**config.mk**
```make
export PLATFORM = sky130hd
export DESIGN_NAME = maxpool2x2_stream_ctrl
export DESIGN_NICKNAME = d
export VERILOG_FILES = /design/src/rtl/maxpool2x2_stream_ctrl.sv
export SDC_FILE = /design/constraint.sdc
export NUM_CORES = 1
export LEC_CHECK = 0
export ABC_AREA = 1
export BUFFER_PORTS_ARGS = -buffer_cell sky130_fd_sc_hd__buf_2
export CAP_MARGIN = 20
export CORE_UTILIZATION = 45
export CTS_CLUSTER_DIAMETER = 100
export DETAILED_ROUTE_END_ITERATION = 6
export REMOVE_ABC_BUFFERS = 1
export SYNTH_ARGS = -nofsm -noshare
export SYNTH_HDL_FRONTEND = slang
export SYNTH_SLANG_ARGS = --single-unit
```
**constraint.sdc**
```tcl
create_clock -name clk -period 3.5 [get_ports clk]
set_input_delay 0.175 -clock clk [delete_from_list [all_inputs] [get_ports clk]]
set_output_delay 0.175 -clock clk [all_outputs]
set_load 0.02 [all_outputs]
```
**src/rtl/maxpool2x2_stream_ctrl.sv**
```systemverilog
`default_nettype none
// ============================================================================
// Module   : maxpool2x2_stream_ctrl
// Purpose  : Streaming 2x2 / stride-2 max-pool for 8-bit minifloat pixels
//            (1 sign, 4 exponent, 3 mantissa bits). Pixels arrive one per
//            cycle in raster order. Horizontal pair maxima of each even row
//            go into a half-width line buffer. On the following odd row they
//            are combined with that row's pair maxima to produce one pooled
//            pixel per 2x2 window.
// Ports    : clk        rising-edge clock
//            rst        asynchronous reset, active-high
//            in_valid   input pixel valid
//            in_ready   input ready (low only while a result is held)
//            in_data    input pixel, raster order
//            out_valid  pooled pixel valid
//            out_ready  downstream ready
//            out_data   pooled pixel
//            out_last   final pooled pixel of the frame
// Revision : 1.0 - initial release
// ============================================================================
module maxpool2x2_stream_ctrl #(
    parameter int DATA_BITS = 8,
    parameter int IMG_W     = 48,
    parameter int IMG_H     = 48
) (
    input  logic                 clk,
    input  logic                 rst,
    input  logic                 in_valid,
    output logic                 in_ready,
    input  logic [DATA_BITS-1:0] in_data,
    output logic                 out_valid,
    input  logic                 out_ready,
    output logic [DATA_BITS-1:0] out_data,
    output logic                 out_last
);

    localparam int c_COL_W     = (IMG_W > 1) ? $clog2(IMG_W) : 1;
    localparam int c_ROW_W     = (IMG_H > 1) ? $clog2(IMG_H) : 1;
    localparam int c_BUF_DEPTH = IMG_W / 2;
    localparam int c_BUF_AW    = (c_BUF_DEPTH > 1) ? $clog2(c_BUF_DEPTH) : 1;

    localparam logic [c_COL_W-1:0] c_COL_LAST = c_COL_W'(IMG_W - 1);
    localparam logic [c_ROW_W-1:0] c_ROW_LAST = c_ROW_W'(IMG_H - 1);

    typedef enum logic [0:0] {
        ROW_EVEN = 1'b0,
        ROW_ODD  = 1'b1
    } rowState_t;

    rowState_t            r_state;
    logic [c_COL_W-1:0]   r_col;
    logic [c_ROW_W-1:0]   r_row;
    logic [DATA_BITS-1:0] r_pairReg;
    logic [DATA_BITS-1:0] r_lineBuf [c_BUF_DEPTH];

    logic                 w_accept;
    logic                 w_colOdd;
    logic                 w_colLast;
    logic                 w_rowLast;
    logic                 w_load;
    logic                 w_bufWrite;
    logic [c_BUF_AW-1:0]  w_bufIdx;
    logic [DATA_BITS-1:0] w_hMax;
    logic [DATA_BITS-1:0] w_poolMax;

    // Sign-magnitude maximum. With both signs equal the magnitude decides
    // (inverted for negatives); mixed signs pick the positive operand.
    // Ties return a, and since +0 and -0 differ in sign, +0 always wins.
    function automatic logic [DATA_BITS-1:0] fpMax(
        input logic [DATA_BITS-1:0] a,
        input logic [DATA_BITS-1:0] b
    );
        logic [DATA_BITS-1:0] res;
        res = a;
        case ({a[DATA_BITS-1], b[DATA_BITS-1]})
            2'b00:   res = (b[DATA_BITS-2:0] > a[DATA_BITS-2:0]) ? b : a;
            2'b01:   res = a;
            2'b10:   res = b;
            default: res = (b[DATA_BITS-2:0] < a[DATA_BITS-2:0]) ? b : a;
        endcase
        return res;
    endfunction

    // Stall only while a result is held and not yet taken downstream.
    assign in_ready   = ~(out_valid & ~out_ready);
    assign w_accept   = in_valid & in_ready;

    assign w_colOdd   = r_col[0];
    assign w_colLast  = (r_col == c_COL_LAST);
    assign w_rowLast  = (r_row == c_ROW_LAST);
    assign w_bufIdx   = c_BUF_AW'(r_col >> 1);

    assign w_hMax     = fpMax(r_pairReg, in_data);
    assign w_poolMax  = fpMax(r_lineBuf[w_bufIdx], w_hMax);

    assign w_bufWrite = w_accept & w_colOdd & (r_state == ROW_EVEN);
    assign w_load     = w_accept & w_colOdd & (r_state == ROW_ODD);

    // Counters, row-parity FSM, pair register and registered outputs.
    always_ff @(posedge clk or posedge rst) begin
        if (rst) begin
            r_state   <= ROW_EVEN;
            r_col     <= '0;
            r_row     <= '0;
            r_pairReg <= '0;
            out_valid <= 1'b0;
            out_data  <= '0;
            out_last  <= 1'b0;
        end else begin
            if (w_accept) begin
                if (!w_colOdd) begin
                    r_pairReg <= in_data;
                end
                if (w_colLast) begin
                    r_col <= '0;
                    if (w_rowLast) begin
                        r_row   <= '0;
                        r_state <= ROW_EVEN;
                    end else begin
                        r_row   <= r_row + 1'b1;
                        r_state <= (r_state == ROW_EVEN) ? ROW_ODD : ROW_EVEN;
                    end
                end else begin
                    r_col <= r_col + 1'b1;
                end
            end

            // A new result can only load when in_ready is high, so loading
            // never overwrites a held result; it may replace one being taken.
            if (w_load) begin
                out_valid <= 1'b1;
                out_data  <= w_poolMax;
                out_last  <= w_rowLast & w_colLast;
            end else if (out_ready) begin
                out_valid <= 1'b0;
            end
        end
    end

    // Line buffer holds even-row pair maxima; contents need no reset since
    // every entry is written before the odd row reads it.
    always_ff @(posedge clk) begin
        if (w_bufWrite) begin
            r_lineBuf[w_bufIdx] <= w_hMax;
        end
    end

endmodule
`default_nettype wire

```
==> results of run 1 <==
## cells in the mapped netlist, types with 8 or more instances
library cell and instances:
o21ai_0 23, dfrtp_1 31, a21oi_1 37, nand4_1 8
or2_2 9, inv_1 70, edfxtp_1 192, nand2_1 151
nand3_1 45, nor3_1 9, buf_2 8, a22oi_1 80
o21ai_1 8, nor2_1 67, clkbuf_1 9, ha_1 15
## stage by stage
step                setup WS (ns)  hold slack (ns)  instance area (µm²)  setup TNS [ns]  utilization
floorplan                 -0.0616            0.279                 9540          -0.347            -
global placement           0.0323            0.295                10600               0        0.503
detailed placement         0.0266            0.302                10600               0        0.503
CTS                       0.00529           0.0151                11400               0        0.543
global route              -0.0880           0.0413                11700          -0.233        0.554
finish                      0.105           0.0339                11700               0        0.554
## area by class of cell
class | instances | area [µm²]
well taps | 275 | 344
repair buffers | 102 | 856
multi-input cells | 495 | 2890
clock buffers | 35 | 671
fillers | 1748 | 9400
clock inverters | 7 | 81.3
flip-flops and latches | 223 | 6540
inverters | 79 | 304
## how the worst max path moves through the flow
stage / start / end / slack [ns] / cells after the start
2_1_floorplan: r_col[1] / out_data[3] / -0.06 / 20
3_3_place_gp: r_col[2] / out_data[6] / 0.03 / 19
3_5_place_dp: r_col[2] / out_data[6] / 0.03 / 19
4_1_cts: r_col[2] / out_data[6] / 0.005 / 17
5_1_grt: r_pairReg[1] / out_data[3] / -0.09 / 23
6_report: r_col[2] / out_data[6] / 0.11 / 19
## timing repair
action / in CTS / in global routing
hold buffers: 8 / 0
setup endpoints to repair: 0 / 7
gates resized for setup: 0 / 40
hold endpoints to repair: 38 / 0
buffers inserted: 0 / 3
## registers in the layout, indices dropped and copies added (netlist names)
register	flops
r_col	6
r_state	1
r_lineBuf	192
r_pairReg	8
out_data	8
out_last	1
out_valid	1
r_row	6
## metal layers
metal | up-vias | global-route usage | routed length (µm)
li1 | 3163 | - | -
met1 | 3206 | 0.297 | 10400
met2 | 172 | 0.361 | 11600
met3 | 36 | 0.0309 | 1280
met4 | 0 | 0.0602 | 451
met5 | - | 0 | 0
## cells by family (layout without fill, tap and decap cells)
logic type | count (synthesis) | in the layout
adder cells (fa/ha/maj) | 15 | 15
flip-flops | 223 | 223
buffers and inverters | 105 | 223
AO/OA/AOI/OAI | 166 | 166
AND/OR/NAND/NOR | 310 | 310
XOR/XNOR | 4 | 4
## worst max-delay path, stage by stage, from the launching register on
cell and delay (ns):
dfrtp_2 0.49, nand2_2 0.12, inv_4 0.10, buf_12 0.17, buf_4 0.16, nand2_1 0.06
nand4_1 0.13, o211ai_1 0.21, nand2_1 0.08, nor4_2 0.46, ha_1 0.35, nand2_1 0.06
inv_1 0.03, nand4_1 0.14, nand3_4 0.15, buf_6 0.17, o211ai_1 0.15, nand2_1 0.08
nand2_1 0.09, nand2_1 0.05
## power by group through the flow
stage | Sequential (mW) | Clock (mW) | Combinational [mW]
after floorplan | 3.84 | 0 | 2.96
after CTS | 3.74 | 2.45 | 5.37
after detailed placement | 3.79 | 0 | 5.34
after global routing | 3.76 | 2.54 | 6.62
final | 3.74 | 2.42 | 6.02
after global placement | 3.78 | 0 | 5.32
==> flow_metrics.tcl, run 1 <==
set metrics [dict create \
    start_kind "flop" \
    synth_compound_area_frac 0.113 \
    max_cap_viol_count 0 \
    wl_um 23700 \
    yosys.area_share.xor_xnor 0.00361 \
    p_total_mw 12.2 \
    dieArea_um2 22100 \
    place.gp.congestion 0.845 \
    synth_top_area_cell "edfxtp_1" \
    cp_data_arrival_time_ns 3.80 \
    mostFrequentLayoutCells "192 x edfxtp_1, 148 x nand2_1, 79 x a22oi_1" \
    die_h_um 149 \
    htree_levels 1 \
    port_buffers 22 \
    min_from "in_data[5]" \
    synth_cell_types 45 \
    grt_pass1_wl_um 35700 \
    synthArstFlopShare 0.139 \
    grt_max_degree 32 \
    layout.nets 951 \
    p_per_area_nw_per_um2 1040 \
    crit-reg2reg-capture "out_data[6]" \
    outcome "finished clean" \
    peakVddDrop_mv 0.542 \
    dpl.cell_count 1162 \
    drv_slew 0 \
    grt_use_total 0.217 \
    place_hpwl_um 15400 \
    row_count 53 \
    synth-edff-count 192 \
    via_per_inst 5.41 \
    synth_area_leaders "edfxtp_1 59%, dfrtp_1 8.0%, a22oi_1 6.2%" \
    hold_path_end "r_pairReg[5]" \
    drtIter0Drc 396 \
    ios 23 \
    cts_root_buffer "clkbuf_16" \
    worst-setup-path-type "reg -> reg" \
    skew_ns 0.0142 \
    grt_pass1_vias 6267 \
    clkSinkCount 223 \
    synth-simple-area-share 0.142 \
    syn2layout_area_growth_pct 20.5 \
    comb_power_share 0.494 \
    synthAdderAreaFrac 0.0193 \
    clk_pin_slew_ns 0.06 \
    hold_path.class "in -> reg" \
    diodes 0 \
    drtAntennaViolNets 0 \
    power.switching_mw 4.87 \
    layout_commonest_cell "edfxtp_1" \
    pwr-share-clk 0.199 \
    whs_path_depth 3 \
    synth_mux_area_frac 0 \
    final_cells 1216 \
    ys.flop_type "edfxtp_1" \
    num_vias 6577 \
    ys_warn_count 0 \
    synth_top_family_by_area "simple AND/OR/NAND/NOR gates" \
    cts_buffers 23 \
    drive_above_1_share 0.208 \
    timing.rr.start "r_col[2]" \
    required_ns 3.91 \
    grt-ovfl-total 0 \
    avgRoutedWirePerCell_um 19.5 \
    max_slew_margin 0.426 \
    dr.pass1.iters 5 \
    drc 0 \
    end_kind "flop" \
    fmax_ghz 0.295 \
    synth_seq_area_share 0.674 \
    swShare 0.400 \
    power.internal_mw 7.30 \
    finalSetupViolCount 0 \
    clk_latency_ns 0.52 \
    worstPathMaxFanout 16 \
    r2r_slack_ns 0.11 \
    syn_area_um2 9700 \
    antenna_found_initial 0 \
    core_area_um2 21100 \
    power_frac_seq 0.307 \
    synthCells 823 \
    power_leakage_nw 4.46 \
    avgSynthCellArea_um2 11.8 \
    ys_ff_latch 223 \
    initial_utilization 0.460 \
    worstMarginPinSlew_ns 0.858 \
    period_share 0.970 \
    cts_tree "yes" \
    final_hold_viol_count 0 \
    r2r_cells 19 \
    yosys.area.top_type_share 0.594 \
    die_w_um 149 \
    cts_buffer_depth 3 \
    period_needed_ns 3.39 \
]
Note: power is estimated with default switching activity, not from simulation.
==> run 2: changes to the inputs <==
--- a/config.mk
+++ b/config.mk
@@ -5,7 +5,6 @@
 export SDC_FILE = /design/constraint.sdc
 export NUM_CORES = 1
 export LEC_CHECK = 0
-export ABC_AREA = 1
 export BUFFER_PORTS_ARGS = -buffer_cell sky130_fd_sc_hd__buf_2
 export CAP_MARGIN = 20
 export CORE_UTILIZATION = 45
==> run 2 against run 1 <==
  * The flow now finishes with violations (design-rule violations, negative setup slack)
  * Global-route usage decreased by 1.2 points
  * Sequential share of layout area down 1.4 points
  * Clock power hardly changed
  * Utilization rose by 3.3 points
  * Non-clock buffer count grew 42
  * Wire length is 8.0% lower
  * Fmax is 9.7% lower
  * Register-to-register slack worse by 0.36 ns
  * Die area shrank 2.3%
  * Critical path type unchanged
  * Largest power group unchanged
==> flow_metrics.tcl, run 2 <==
set metrics [dict create \
    cts_root_buffer "clkbuf_16" \
    power_leakage_nw 4.31 \
    cts_buffers 23 \
    core_area_um2 20400 \
    drv_slew 0 \
    die_w_um 147 \
    layout_commonest_cell "edfxtp_1" \
    post-route-util 0.587 \
    ys_warn_count 0 \
    worstMarginPinSlew_ns 1.08 \
    ys_ff_latch 223 \
    r2r_cells 22 \
    synth_area_leaders "edfxtp_1 61%, mux4_2 10%, dfrtp_1 8.2%" \
    worst-setup-path-type "reg -> reg" \
    htree_levels 1 \
    dieArea_um2 21600 \
    whs_path_depth 3 \
    port_buffers 22 \
    outcome "finished with violations" \
    p_per_area_nw_per_um2 1000 \
    grt_use_total 0.204 \
    required_ns 3.86 \
    synthCells 583 \
    min_from "in_data[0]" \
    final_hold_viol_count 0 \
    max_slew_margin 0.278 \
    grt_max_degree 32 \
    syn2layout_area_growth_pct 26.5 \
    initial_utilization 0.464 \
    synth_cell_types 52 \
    wl_um 21800 \
    top_register "r_lineBuf" \
    cts_tree "yes" \
    avgSynthCellArea_um2 16.3 \
    row_count 52 \
    via_per_inst 5.71 \
    timing.rr.start "r_pairReg[3]" \
    mostFrequentLayoutCells "192 x edfxtp_1, 106 x buf_4, 58 x nand2_1" \
    worst_slack_ns -0.259 \
    synth.most_common_cell "edfxtp_1" \
    clkSinkCount 223 \
    clk_latency_ns 0.51 \
    peakVddDrop_mv 0.499 \
    ys.flop_type "edfxtp_1" \
    ios 23 \
    diodes 0 \
    grt_pass1_wl_um 33300 \
    dpl.cell_count 930 \
    dr.pass1.iters 7 \
    drtIter0Drc 376 \
    period_needed_ns 3.76 \
    num_vias 5770 \
    drive_above_1_share 0.405 \
    yosys.area.top_type_share 0.608 \
    period_share 1.07 \
    drc 1 \
    avgRoutedWirePerCell_um 21.6 \
    cts_buffer_depth 3 \
    worstPathMaxFanout 4 \
    finalSetupViolCount 7 \
    hold_path.class "in -> reg" \
    antenna_found_initial 0 \
    place.gp.congestion 0.839 \
    crit-reg2reg-capture "out_data[4]" \
    synthArstFlopShare 0.139 \
    finalSetupTns_ns -1.22 \
    yosys-top-cells-count "192 x edfxtp_1, 70 x nand2_1, 42 x mux4_2, 34 x nor2_1, 31 x dfrtp_1" \
    cp_data_arrival_time_ns 4.12 \
    fmax_ghz 0.266 \
    rsz0062_at_grt "true" \
    start_kind "flop" \
    clk_pin_slew_ns 0.06 \
    die_h_um 147 \
    skew_ns 0.00569 \
    top_regs "r_lineBuf: 192 flops, out_data: 8 flops, r_pairReg: 8 flops" \
    synth_top_area_cell "edfxtp_1" \
    largest_reg_flops 192 \
    hold_path_end "r_pairReg[0]" \
    violations "design-rule violations, negative setup slack" \
    synth_seq_area_share 0.690 \
    place_hpwl_um 13600 \
    end_kind "flop" \
    final_cells 1011 \
    r2r_slack_ns -0.26 \
    synth-edff-count 192 \
    layout.nets 754 \
    grt-ovfl-total 0 \
    grt_pass1_vias 5807 \
    max_cap_viol_count 0 \
    drtAntennaViolNets 0 \
    syn_area_um2 9480 \
]
[run 2: kinds of logic after synthesis]
logic type	Yosys count	synth area share
AO/OA/AOI/OAI	80	0.0561
XOR/XNOR	6	0.00555
adder cells (fa/ha/maj)	15	0.0198
buffers and inverters	43	0.0202
flip-flops	223	0.690
multiplexers	60	0.130
AND/OR/NAND/NOR	156	0.0776
[run 2: area by class of cell]
class	instances	area (µm²)
fill	1525	8440
sequential	223	6550
multi-input combinational	317	3170
timing repair buffer	144	1140
clock buffer	28	594
tap	270	338
clock inverter	11	135
inverter	18	67.6
[run 2: power breakdown]
group          total (mW)  leakage, nW  internal [mW]  switching (mW)
registers            3.68         2.13           3.49           0.184
clock network        2.40        0.349           1.42           0.972
logic                5.93         1.83           2.78            3.15
total                12.0         4.31           7.70            4.31
[run 2: how the worst max path moves through the flow]
stage	from	endpoint	slack [ns]	cells past startpoint
final	r_pairReg[3]	out_data[4]	-0.26	22
after global routing	r_pairReg[6]	out_data[4]	-0.39	22
after CTS	r_pairReg[4]	out_data[2]	-0.15	18
after detailed placement	r_pairReg[6]	out_data[2]	-0.60	19
after global placement	r_pairReg[6]	out_data[2]	-0.42	19
after floorplan	r_col[1]	out_data[2]	-1.39	14
[run 2: what timing repair did]
action / CTS / global route
cloned: 1 / 0
endpoints found under the hold margin: 34 / 0
setup endpoints to repair: 7 / 31
pin swaps: 25 / 28
hold buffers: 4 / 0
resized for setup: 68 / 37
buffers inserted: 25 / 15
[run 2: metal layers]
metal	routed length [µm]	share of wire	track usage
met3	1060	0.049	0.0295
met5	0	0	0
met1	9600	0.44	0.286
met2	10600	0.49	0.329
met4	521	0.024	0.0716
[run 2: critical path: stages (launching register included)]
cell and delay, ns:
dfrtp_1 0.37, inv_2 0.07, ha_4 0.26, nand4_1 0.14
a21oi_2 0.23, o21ai_2 0.11, buf_4 0.14, buf_4 0.12
buf_4 0.12, buf_4 0.12, buf_4 0.12, buf_4 0.12
buf_4 0.12, buf_4 0.12, buf_4 0.12, buf_4 0.14
a21oi_4 0.21, o311ai_2 0.10, and3_4 0.18, buf_4 0.13
or2_4 0.25, a221oi_2 0.24, o21ai_1 0.09
[run 2: per-stage QoR]
stage                     hold slack (ns)  cell area [µm²]  worst slack [ns]  power [mW]
after floorplan                     0.279             9350             -1.39        6.28
after global placement              0.277            10400            -0.416        7.89
after detailed placement            0.290            10400            -0.599        8.04
after CTS                         0.00403            11700            -0.153        11.5
after global routing               0.0340            12000            -0.391        12.6
final                              0.0137            12000            -0.259        12.0
==> run 3: changes to the inputs <==
--- a/config.mk
+++ b/config.mk
@@ -11,6 +11,7 @@
 export CTS_CLUSTER_DIAMETER = 100
 export DETAILED_ROUTE_END_ITERATION = 6
 export REMOVE_ABC_BUFFERS = 1
+export SETUP_SLACK_MARGIN = 0.15
 export SYNTH_ARGS = -nofsm -noshare
 export SYNTH_HDL_FRONTEND = slang
 export SYNTH_SLANG_ARGS = --single-unit
==> run 3 against run 2 <==
  * The flow finishes with violations (negative setup slack)
  * Sequential share of layout area shrank 0.31 points
  * First-iteration DRC count increased by 23%
  * Utilization increased by 0.33 points
  * Via count up 0.36%
  * Global-route usage barely moved
  * Count of clock-buffer cells in the layout did not move
  * Clock power about the same
  * Wire length up 2.1%
  * Final cell count shrank 0.20%
  * Total power grew 1.2%
  * Hold slack better by 0.0023 ns
  * Largest power group unchanged
  * Highest routed layer unchanged
==> flow_metrics.tcl, run 3 (synthesis gave the netlist of run 2 again) <==
set metrics [dict create \
    cp_data_arrival_time_ns 4.15 \
    drc 0 \
    dr.pass1.iters 5 \
    final_cell_area_um2 12100 \
    finalSetupViolCount 7 \
    grt_pass1_wl_um 33300 \
    swShare 0.359 \
    core_area_um2 20400 \
    post-place-ws_ns -0.599 \
    p_per_area_nw_per_um2 1010 \
    rsz0062_at_grt "true" \
    violations "negative setup slack" \
    cts_root_buffer "clkbuf_16" \
    comb_power_share 0.500 \
    place.gp.congestion 0.839 \
    grt-ovfl-total 0 \
    largest_reg_flops 192 \
    start_kind "flop" \
    syn2layout_area_growth_pct 27.3 \
    grt_use_total 0.205 \
    timing.rr.start "r_pairReg[3]" \
    final_hold_viol_count 0 \
    die_w_um 147 \
    final_cells 1009 \
    power_leakage_nw 4.33 \
    initial_utilization 0.464 \
    clk_latency_ns 0.51 \
    startpoint "r_pairReg[3]" \
    port_buffers 22 \
    grt_max_degree 32 \
    worst-setup-path-type "reg -> reg" \
    min_from "in_data[0]" \
    peakVddDrop_mv 0.431 \
    ios 23 \
    post_dp_cell_area_um2 10400 \
    die_h_um 147 \
    layout.nets 752 \
    layout_commonest_cell "edfxtp_1" \
    clk_pin_slew_ns 0.06 \
    power.internal_mw 7.78 \
    via_per_inst 5.74 \
    diodes 0 \
    num_vias 5791 \
    worst_slack_ns -0.289 \
    top_register "r_lineBuf" \
    period_share 1.08 \
    antenna_found_initial 0 \
    max_slew_margin 0.230 \
    drive_above_1_share 0.395 \
    dpl.cell_count 930 \
    cts_buffers 23 \
    row_count 52 \
    clkSinkCount 223 \
    fmax_ghz 0.264 \
    dieArea_um2 21600 \
    period_needed_ns 3.79 \
    mostFrequentLayoutCells "192 x edfxtp_1, 92 x buf_4, 64 x nand2_1" \
    max_cap_viol_count 0 \
    drtAntennaViolNets 0 \
    hold_path.class "in -> reg" \
    grt_pass1_vias 5801 \
    power.switching_mw 4.37 \
    drv_slew 0 \
    top_regs "r_lineBuf: 192 flops, out_data: 8 flops, r_pairReg: 8 flops" \
    htree_levels 1 \
    avgRoutedWirePerCell_um 22.1 \
    pwr-share-clk 0.197 \
    cts_tree "yes" \
    power_frac_seq 0.303 \
    end_kind "flop" \
    wl_um 22300 \
    cts_buffer_depth 3 \
    skew_ns 0.00864 \
    required_ns 3.87 \
    place_hpwl_um 13600 \
    worstPathMaxFanout 6 \
    worstMarginPinSlew_ns 1.15 \
    drtIter0Drc 461 \
    outcome "finished with violations" \
]
-- run 3: area by class of cell --
class | instances | area, µm²
clock buffer | 28 | 594
clock inverter | 11 | 135
fill | 1508 | 8370
inverter | 18 | 73.8
multi-input combinational | 317 | 3170
sequential | 223 | 6550
tap | 270 | 338
timing repair buffer | 142 | 1200
-- run 3: through the flow --
step                TNS (ns)  total power [mW]  utilization  hold slack (ns)
finish                 -1.57              12.1        0.590           0.0160
global route           -3.48              12.7        0.590           0.0337
CTS                   -0.734              11.4        0.574          0.00403
detailed placement     -3.27              8.04        0.511            0.290
global placement       -2.29              7.89        0.511            0.277
floorplan             -21.44              6.28            -            0.279
-- run 3: final timing paths --
path / cells after the start / slack, ns / endpoint
max in group asynchronous: 4 / 2.86 / r_col[1]
worst min-delay path: 3 / 0.02 / r_pairReg[0]
min in group asynchronous: 4 / 0.29 / r_pairReg[0]
worst min register to register: 2 / 0.47 / out_data[6]
worst max-delay path: 22 / -0.29 / out_data[4]
worst max register to register: 22 / -0.29 / out_data[4]
-- run 3: repair_timing --
action                                 4_1_cts  5_1_grt
setup endpoints to repair                    7       31
gates resized for setup                     64       47
hold buffers                                 4        0
buffers inserted                            25        8
gates cloned                                 1        2
pin swaps                                   31       20
endpoints found under the hold margin       34        0
-- run 3: power by group through the flow --
| stage | logic (mW) | registers (mW) | clock network, mW |
|---|---|---|---|
| after floorplan | 2.36 | 3.92 | 0 |
| after global placement | 4.17 | 3.72 | 0 |
| after detailed placement | 4.30 | 3.74 | 0 |
| after CTS | 5.34 | 3.68 | 2.43 |
| after global routing | 6.44 | 3.70 | 2.55 |
| final | 6.07 | 3.68 | 2.40 |
-- run 3: critical path, stage by stage (launching register included) --
cell and delay, ns:
dfrtp_1 0.37, inv_2 0.07, ha_4 0.26, nand4_1 0.15
a21oi_2 0.20, o21ai_1 0.12, o21ai_1 0.12, nor2_1 0.06
buf_4 0.15, buf_6 0.12, mux2_4 0.31, inv_4 0.06
ha_4 0.11, nand2b_4 0.12, a21oi_4 0.06, o21ai_1 0.13
nand2b_1 0.16, a32oi_2 0.27, and3_4 0.24, nor3_4 0.04
buf_6 0.14, a221oi_2 0.26, o21ai_1 0.09
-- run 3: per-layer routing --
metal | global-route usage | part of all wire
met5 | 0 | 0
met4 | 0.0691 | 0.021
met3 | 0.0298 | 0.050
met2 | 0.330 | 0.49
met1 | 0.287 | 0.44
